### config.mk
export PLATFORM = sky130hd
export DESIGN_NAME = if_stage
export DESIGN_NICKNAME = d
export VERILOG_FILES = /design/src/rtl/if_stage.sv
export SDC_FILE = /design/constraint.sdc
export NUM_CORES = 1
export LEC_CHECK = 0
export ABC_CLOCK_PERIOD_IN_PS = 10100
export BUFFER_PORTS_ARGS = -buffer_cell sky130_fd_sc_hd__buf_2
export CORE_UTILIZATION = 55
export CTS_CLUSTER_DIAMETER = 40
export DETAILED_ROUTE_END_ITERATION = 12
export PLACE_DENSITY = 0.82
export SETUP_SLACK_MARGIN = 0.3
export SYNTH_ARGS = -nofsm -noshare
export SYNTH_HDL_FRONTEND = slang
export SYNTH_SLANG_ARGS = --single-unit
### constraint.sdc
create_clock -name clk -period 10.1 [get_ports clk]
set_clock_uncertainty 0.05 [all_clocks]
set_input_delay 1.01 -clock clk [delete_from_list [all_inputs] [get_ports clk]]
set_output_delay 1.01 -clock clk [all_outputs]
set_load 0.02 [all_outputs]
### src/rtl/if_stage.sv
// Instruction-fetch stage: next-PC selection, single-outstanding inst-SRAM fetch,
// one-entry return buffer and valid/allow-in handoff of {pc, inst} to ID.
module if_stage #(
    parameter logic [31:0] RESET_PC = 32'h1c00_0000
) (
    input  logic        clk,
    input  logic        reset,
    input  logic        ds_allow_in,
    input  logic [33:0] br_bus,
    output logic        fs_to_ds_valid,
    output logic [63:0] fs_ds_bus,
    output logic        inst_sram_req,
    output logic [31:0] inst_sram_addr,
    input  logic        inst_sram_addr_ok,
    input  logic        inst_sram_data_ok,
    input  logic [31:0] inst_sram_rdata
);

    typedef enum logic [1:0] {
        S_IDLE,
        S_REQ,
        S_WAIT
    } req_state_t;

    req_state_t  state, state_n;

    logic [31:0] fs_pc;
    logic        fs_valid;
    logic [31:0] req_addr;
    logic [31:0] inst_buf;
    logic        inst_buf_valid;
    logic [31:0] br_buf_target;
    logic        br_buf_valid;

    logic        br_stall, br_taken, redirect;
    logic [31:0] br_target;
    logic        outstanding, data_ret;
    logic        fs_ready_go, handoff, slot_free, can_issue;
    logic        launch, accept, req;
    logic [31:0] nextpc, addr, fs_inst;

    assign br_stall  = br_bus[33];
    assign br_taken  = br_bus[32];
    assign br_target = br_bus[31:0];
    assign redirect  = br_taken & ~br_stall;

    assign outstanding = (state == S_WAIT);
    assign data_ret    = outstanding & inst_sram_data_ok;

    assign fs_ready_go    = inst_buf_valid | data_ret;
    assign fs_to_ds_valid = fs_valid & fs_ready_go;
    assign handoff        = fs_to_ds_valid & ds_allow_in;
    assign slot_free      = ~fs_valid | handoff;

    // Returned word is bypassed straight to ID; zero when nothing is presented.
    assign fs_inst   = inst_buf_valid ? inst_buf
                     : (data_ret ? inst_sram_rdata : '0);
    assign fs_ds_bus = {fs_pc, fs_inst};

    assign nextpc = br_buf_valid ? br_buf_target
                  : (redirect ? br_target : fs_pc + 32'd4);

    // Gating with reset keeps the memory side quiet while reset is held.
    assign can_issue = slot_free & ~br_stall & ~reset;

    always_comb begin
        state_n = state;
        launch  = 1'b0;
        req     = 1'b0;
        addr    = '0;
        case (state)
            S_IDLE: begin
                if (can_issue)
                    launch = 1'b1;
            end
            S_REQ: begin
                req  = 1'b1;
                addr = req_addr;
                if (inst_sram_addr_ok)
                    state_n = S_WAIT;
            end
            S_WAIT: begin
                if (inst_sram_data_ok) begin
                    if (can_issue)
                        launch = 1'b1;
                    else
                        state_n = S_IDLE;
                end
            end
            default: state_n = S_IDLE;
        endcase
        // A launch drives the request combinationally so addr_ok can land the same cycle.
        if (launch) begin
            req     = 1'b1;
            addr    = nextpc;
            state_n = inst_sram_addr_ok ? S_WAIT : S_REQ;
        end
    end

    assign accept         = req & inst_sram_addr_ok;
    assign inst_sram_req  = req;
    assign inst_sram_addr = addr;

    always_ff @(posedge clk or posedge reset) begin
        if (reset) begin
            state    <= S_IDLE;
            req_addr <= '0;
        end else begin
            state <= state_n;
            if (launch)
                req_addr <= nextpc;
        end
    end

    always_ff @(posedge clk or posedge reset) begin
        if (reset) begin
            fs_pc    <= RESET_PC - 32'd4;
            fs_valid <= 1'b0;
        end else begin
            if (accept) begin
                fs_pc    <= addr;
                fs_valid <= 1'b1;
            end else if (handoff) begin
                fs_valid <= 1'b0;
            end
        end
    end

    always_ff @(posedge clk or posedge reset) begin
        if (reset) begin
            inst_buf       <= '0;
            inst_buf_valid <= 1'b0;
        end else begin
            if (data_ret & ~handoff) begin
                inst_buf       <= inst_sram_rdata;
                inst_buf_valid <= 1'b1;
            end else if (handoff) begin
                inst_buf_valid <= 1'b0;
            end
        end
    end

    // A redirect not consumed by this cycle's launch is parked; a fresh one beats the clear.
    always_ff @(posedge clk or posedge reset) begin
        if (reset) begin
            br_buf_valid  <= 1'b0;
            br_buf_target <= '0;
        end else begin
            if (redirect & ~(launch & ~br_buf_valid)) begin
                br_buf_valid  <= 1'b1;
                br_buf_target <= br_target;
            end else if (accept) begin
                br_buf_valid <= 1'b0;
            end
        end
    end

endmodule

==> impl_metrics.xml <==
<?xml version="1.0" encoding="UTF-8"?>
<metrics>
  <group name="synthesis">
    <metric name="synth-seq-area-share" unit="%">48.13</metric>
    <metric name="yosys_most_used_dff" unit="">sky130_fd_sc_hd__dfrtp_1</metric>
    <metric name="post_synth_and_or_nand_nor_area_fraction" unit="%">14.62</metric>
    <metric name="post_synth_edffs" unit="">0</metric>
    <metric name="synth_fa_ha_area_share" unit="%">0.1792</metric>
    <metric name="synth_compound_area_share" unit="%">18.83</metric>
    <metric name="synth.mux.area_fraction" unit="%">12.54</metric>
    <metric name="synth-seq-cells" unit="">133</metric>
    <metric name="synth_cell_area" unit="µm²">6983</metric>
    <metric name="synth.distinct_cells" unit="">60</metric>
    <metric name="postSynthNetCount" unit="">761</metric>
    <metric name="syn_inst" unit="">689</metric>
    <metric name="synthesis.area_per_instance" unit="µm²">10.13</metric>
    <metric name="synthArstFlopShare" unit="%">100.0</metric>
    <metric name="largest_family_of_logic_cells_by_synthesized_area" unit="">compound AO/OA/AOI/OAI gates</metric>
    <metric name="post_synth_xor_area_fraction" unit="%">2.258</metric>
    <metric name="yosys_warnings" unit="">0</metric>
  </group>
  <group name="critical_path">
    <metric name="crit_required" unit="ps">9040</metric>
    <metric name="cp_slowest_stage_delay" unit="ps">1060</metric>
    <metric name="critPathArrivalTime" unit="ps">3560</metric>
    <metric name="reg2reg_to" unit="">br_buf_target[30]$_DFFE_PP0P_</metric>
    <metric name="reg2reg_slack" unit="ps">6590</metric>
    <metric name="crit_fanout" unit="">58</metric>
    <metric name="critPathCaptureType" unit="">primary output</metric>
    <metric name="timing_worst_setup_path_type" unit="">flop to primary output</metric>
    <metric name="critPathSlowestCell" unit="">sky130_fd_sc_hd__dfrtp_2</metric>
    <metric name="r2r_path_start" unit="">inst_buf_valid$_DFFE_PP0P_</metric>
    <metric name="reg2regPathDepth" unit="">6</metric>
    <metric name="worstPathCellList" unit="">inv_1 -&gt; nand2_1 -&gt; a311oi_1 -&gt; a2111oi_1 -&gt; a21o_1 -&gt; buf_2</metric>
    <metric name="critPathLaunchType" unit="">flop</metric>
  </group>
  <group name="die">
    <metric name="core_region_area" unit="µm²">12210</metric>
    <metric name="initial_utilization" unit="%">57.18</metric>
    <metric name="die-width" unit="µm">114.7</metric>
    <metric name="floorplan.die_area" unit="µm²">13150</metric>
    <metric name="placement_rows" unit="">40</metric>
    <metric name="die_height" unit="µm">114.7</metric>
    <metric name="pin_count" unit="">169</metric>
  </group>
  <group name="grt">
    <metric name="antenna_violations_before_repair" unit="">2</metric>
    <metric name="grt_pass1_wl" unit="µm">31150</metric>
    <metric name="globalRouteTotalUtil" unit="%">31.04</metric>
    <metric name="via_count_of_the_first_global_routing_pass" unit="">6229</metric>
    <metric name="grt_max_degree" unit="">78</metric>
    <metric name="overflow" unit="">0</metric>
  </group>
  <group name="detailed_routing">
    <metric name="drt_pre_antenna_iters" unit="">8</metric>
    <metric name="routed_wirelength" unit="µm">19640</metric>
    <metric name="wl_per_cell" unit="µm">19.33</metric>
    <metric name="dr_vias" unit="">6328</metric>
    <metric name="post-route-drc-count" unit="">0</metric>
    <metric name="vias_per_cell" unit="">6.228</metric>
    <metric name="drtIter0Drc" unit="">512</metric>
    <metric name="drt.antenna.violating_nets" unit="">0</metric>
  </group>
  <group name="finish">
    <metric name="mostFrequentLayoutCells" unit="">sky130_fd_sc_hd__buf_2, sky130_fd_sc_hd__nand2_1, sky130_fd_sc_hd__dfrtp_1</metric>
    <metric name="layout_cells_sized_above_1" unit="%">38.13</metric>
    <metric name="design.final.nets" unit="">906</metric>
    <metric name="layout_commonest_cell" unit="">sky130_fd_sc_hd__buf_2</metric>
    <metric name="area.growth.synth_to_final" unit="%">21.25</metric>
    <metric name="layout.cell_area.non_filler" unit="µm²">8467</metric>
    <metric name="fin_cells" unit="">1016</metric>
  </group>
  <group name="placed_design">
    <metric name="dp_hpwl" unit="µm">13080</metric>
    <metric name="placed_cells" unit="">983</metric>
    <metric name="io_buffers" unit="">168</metric>
    <metric name="gp_congestion" unit="">0.8600</metric>
    <metric name="placement.cell_area" unit="µm²">7915</metric>
  </group>
  <group name="clock_network">
    <metric name="insertion_delay" unit="ps">430</metric>
    <metric name="clk_root_buffer_cell" unit="">sky130_fd_sc_hd__clkbuf_16</metric>
    <metric name="post_cts_buffers" unit="">0</metric>
    <metric name="cts_repair_resize_count" unit="">0</metric>
    <metric name="cts_hold_buf" unit="">0</metric>
    <metric name="num_cts_buffers" unit="">17</metric>
    <metric name="numClockSinks" unit="">133</metric>
    <metric name="ctsLongestPathBuffers" unit="">2</metric>
    <metric name="tritoncts" unit="">built</metric>
    <metric name="clock_transition_at_path_regs" unit="ps">60</metric>
    <metric name="htree_levels" unit="">4</metric>
  </group>
  <group name="sta">
    <metric name="finalSetupTns" unit="ps">0</metric>
    <metric name="fin_worst_hold_slack" unit="ps">434.2</metric>
    <metric name="grt_setup_unrepaired" unit="">false</metric>
    <metric name="period_minus_slack" unit="ps">4617</metric>
    <metric name="report.final.setup_viol" unit="">0</metric>
    <metric name="max_freq" unit="GHz">0.2166</metric>
    <metric name="timing.final.hold_violations" unit="">0</metric>
    <metric name="max-slew-margin-rel" unit="%">15.11</metric>
    <metric name="timing_max_transition_violations_final" unit="">0</metric>
    <metric name="fin_crit_sh" unit="%">45.71</metric>
    <metric name="worstMarginPinSlew" unit="ps">1270</metric>
  </group>
  <group name="run">
    <metric name="maxCapViolations" unit="">0</metric>
  </group>
  <group name="hold_path">
    <metric name="hold_path_class" unit="">flop to flop</metric>
    <metric name="timing.hold.worst_path_depth" unit="">2</metric>
    <metric name="min-delay-start" unit="">req_addr[7]$_DFFE_PP0P_</metric>
    <metric name="hold_path_end" unit="">req_addr[7]$_DFFE_PP0P_</metric>
  </group>
  <group name="pwr">
    <metric name="static-leakage-power" unit="nW">3.962</metric>
    <metric name="power_density" unit="nW/µm²">296.3</metric>
    <metric name="power.ir.vdd_worst" unit="V">0.0001592</metric>
  </group>
  <group name="status">
    <metric name="run_status" unit="">completed</metric>
  </group>
</metrics>
==> through the flow <==
stage	util, %	total power [W]	setup slack (ps)
5_1_grt	69.31	0.002639	5248
6_report	69.33	0.002509	5483
2_1_floorplan	-	0.001611	5529
3_5_place_dp	64.82	0.001920	5692
4_1_cts	69.31	0.002505	5556
3_3_place_gp	64.82	0.001862	5861
==> metal layers <==
metal  wire (µm)  GRT usage [%]  up-vias
li1            -              -     2817
met4         536          15.15        2
met2        9702          51.15      389
met5          13              0        -
met1        7536          37.87     3057
met3        1846          8.205       63
==> flip-flops by register name, summed over array words and instances (netlist names) <==
name            cells
br_buf_target      32
br_buf_valid        1
fs_pc              32
fs_valid            1
inst_buf           32
inst_buf_valid      1
req_addr           32
state               2
==> how the worst max path moves through the flow <==
stage                                     from                            to  slack, ps
floorplan                                reset  br_buf_target[0]$_DFFE_PP0P_       5530
global placement             inst_sram_data_ok            inst_sram_addr[29]       5860
detailed placement           inst_sram_data_ok            inst_sram_addr[31]       5690
CTS                 inst_buf_valid$_DFFE_PP0P_            inst_sram_addr[31]       5560
global route        inst_buf_valid$_DFFE_PP0P_            inst_sram_addr[31]       5250
finish                br_buf_valid$_DFFE_PP0P_            inst_sram_addr[22]       5480
==> cell type report <==
| type | instances | area [µm²] |
|---|---|---|
| diodes | 1 | 2.502 |
| clock buffers | 24 | 471.7 |
| clock inverters | 8 | 77.57 |
| fillers | 961 | 3745 |
| inverters | 8 | 32.53 |
| multi-input cells | 498 | 3410 |
| flip-flops and latches | 133 | 3362 |
| well taps | 168 | 210.2 |
| repair buffers | 176 | 900.9 |
==> logic make-up (layout without fill, tap and decap cells) <==
kind of cell	count (synthesis)	count (layout)
other cells	0	1
xor+xnor	18	18
flops	133	133
buf+inv	58	216
simple gates	211	211
compound gates	190	190
mux	78	78
fa+ha+maj	1	1
==> power breakdown <==
| group | leakage [nW] | internal, W | switching, W |
|---|---|---|---|
| Combinational | 2.13 | 0.000380 | 0.000516 |
| Clock | 0.264 | 0.000350 | 0.000228 |
| Sequential | 1.57 | 0.000788 | 0.000247 |
==> cells in the mapped netlist (6+ instances only) <==
library cell	instances	area share, %
sky130_fd_sc_hd__clkbuf_1	32	1.7
sky130_fd_sc_hd__nand3_1	12	0.86
sky130_fd_sc_hd__xor2_1	8	1.0
sky130_fd_sc_hd__dfrtp_1	107	38
sky130_fd_sc_hd__nor2_1	23	1.2
sky130_fd_sc_hd__a21o_1	8	0.86
sky130_fd_sc_hd__mux2_2	76	12
sky130_fd_sc_hd__o21ai_0	39	2.8
sky130_fd_sc_hd__buf_1	7	0.38
sky130_fd_sc_hd__or3_1	9	0.81
sky130_fd_sc_hd__a31oi_1	13	1.2
sky130_fd_sc_hd__and4_1	6	0.75
sky130_fd_sc_hd__xnor2_1	10	1.3
sky130_fd_sc_hd__a21oi_1	28	2.0
sky130_fd_sc_hd__o211ai_1	6	0.64
sky130_fd_sc_hd__nand2_1	113	6.1
sky130_fd_sc_hd__and3_1	7	0.63
sky130_fd_sc_hd__o21ai_1	14	1.0
sky130_fd_sc_hd__dfstp_2	26	9.8
sky130_fd_sc_hd__inv_1	8	0.43
sky130_fd_sc_hd__a22o_1	47	5.9
sky130_fd_sc_hd__nand4_1	8	0.72
sky130_fd_sc_hd__buf_2	9	0.64
sky130_fd_sc_hd__nor3_1	8	0.57
==> worst max-delay path: cells and delay by family (launching register included) <==
kind,cells,cell delay [ps]
flops,1,1060
buf+inv,2,810
compound gates,3,750
simple gates,1,520
Note: power is estimated with default switching activity, not from simulation.
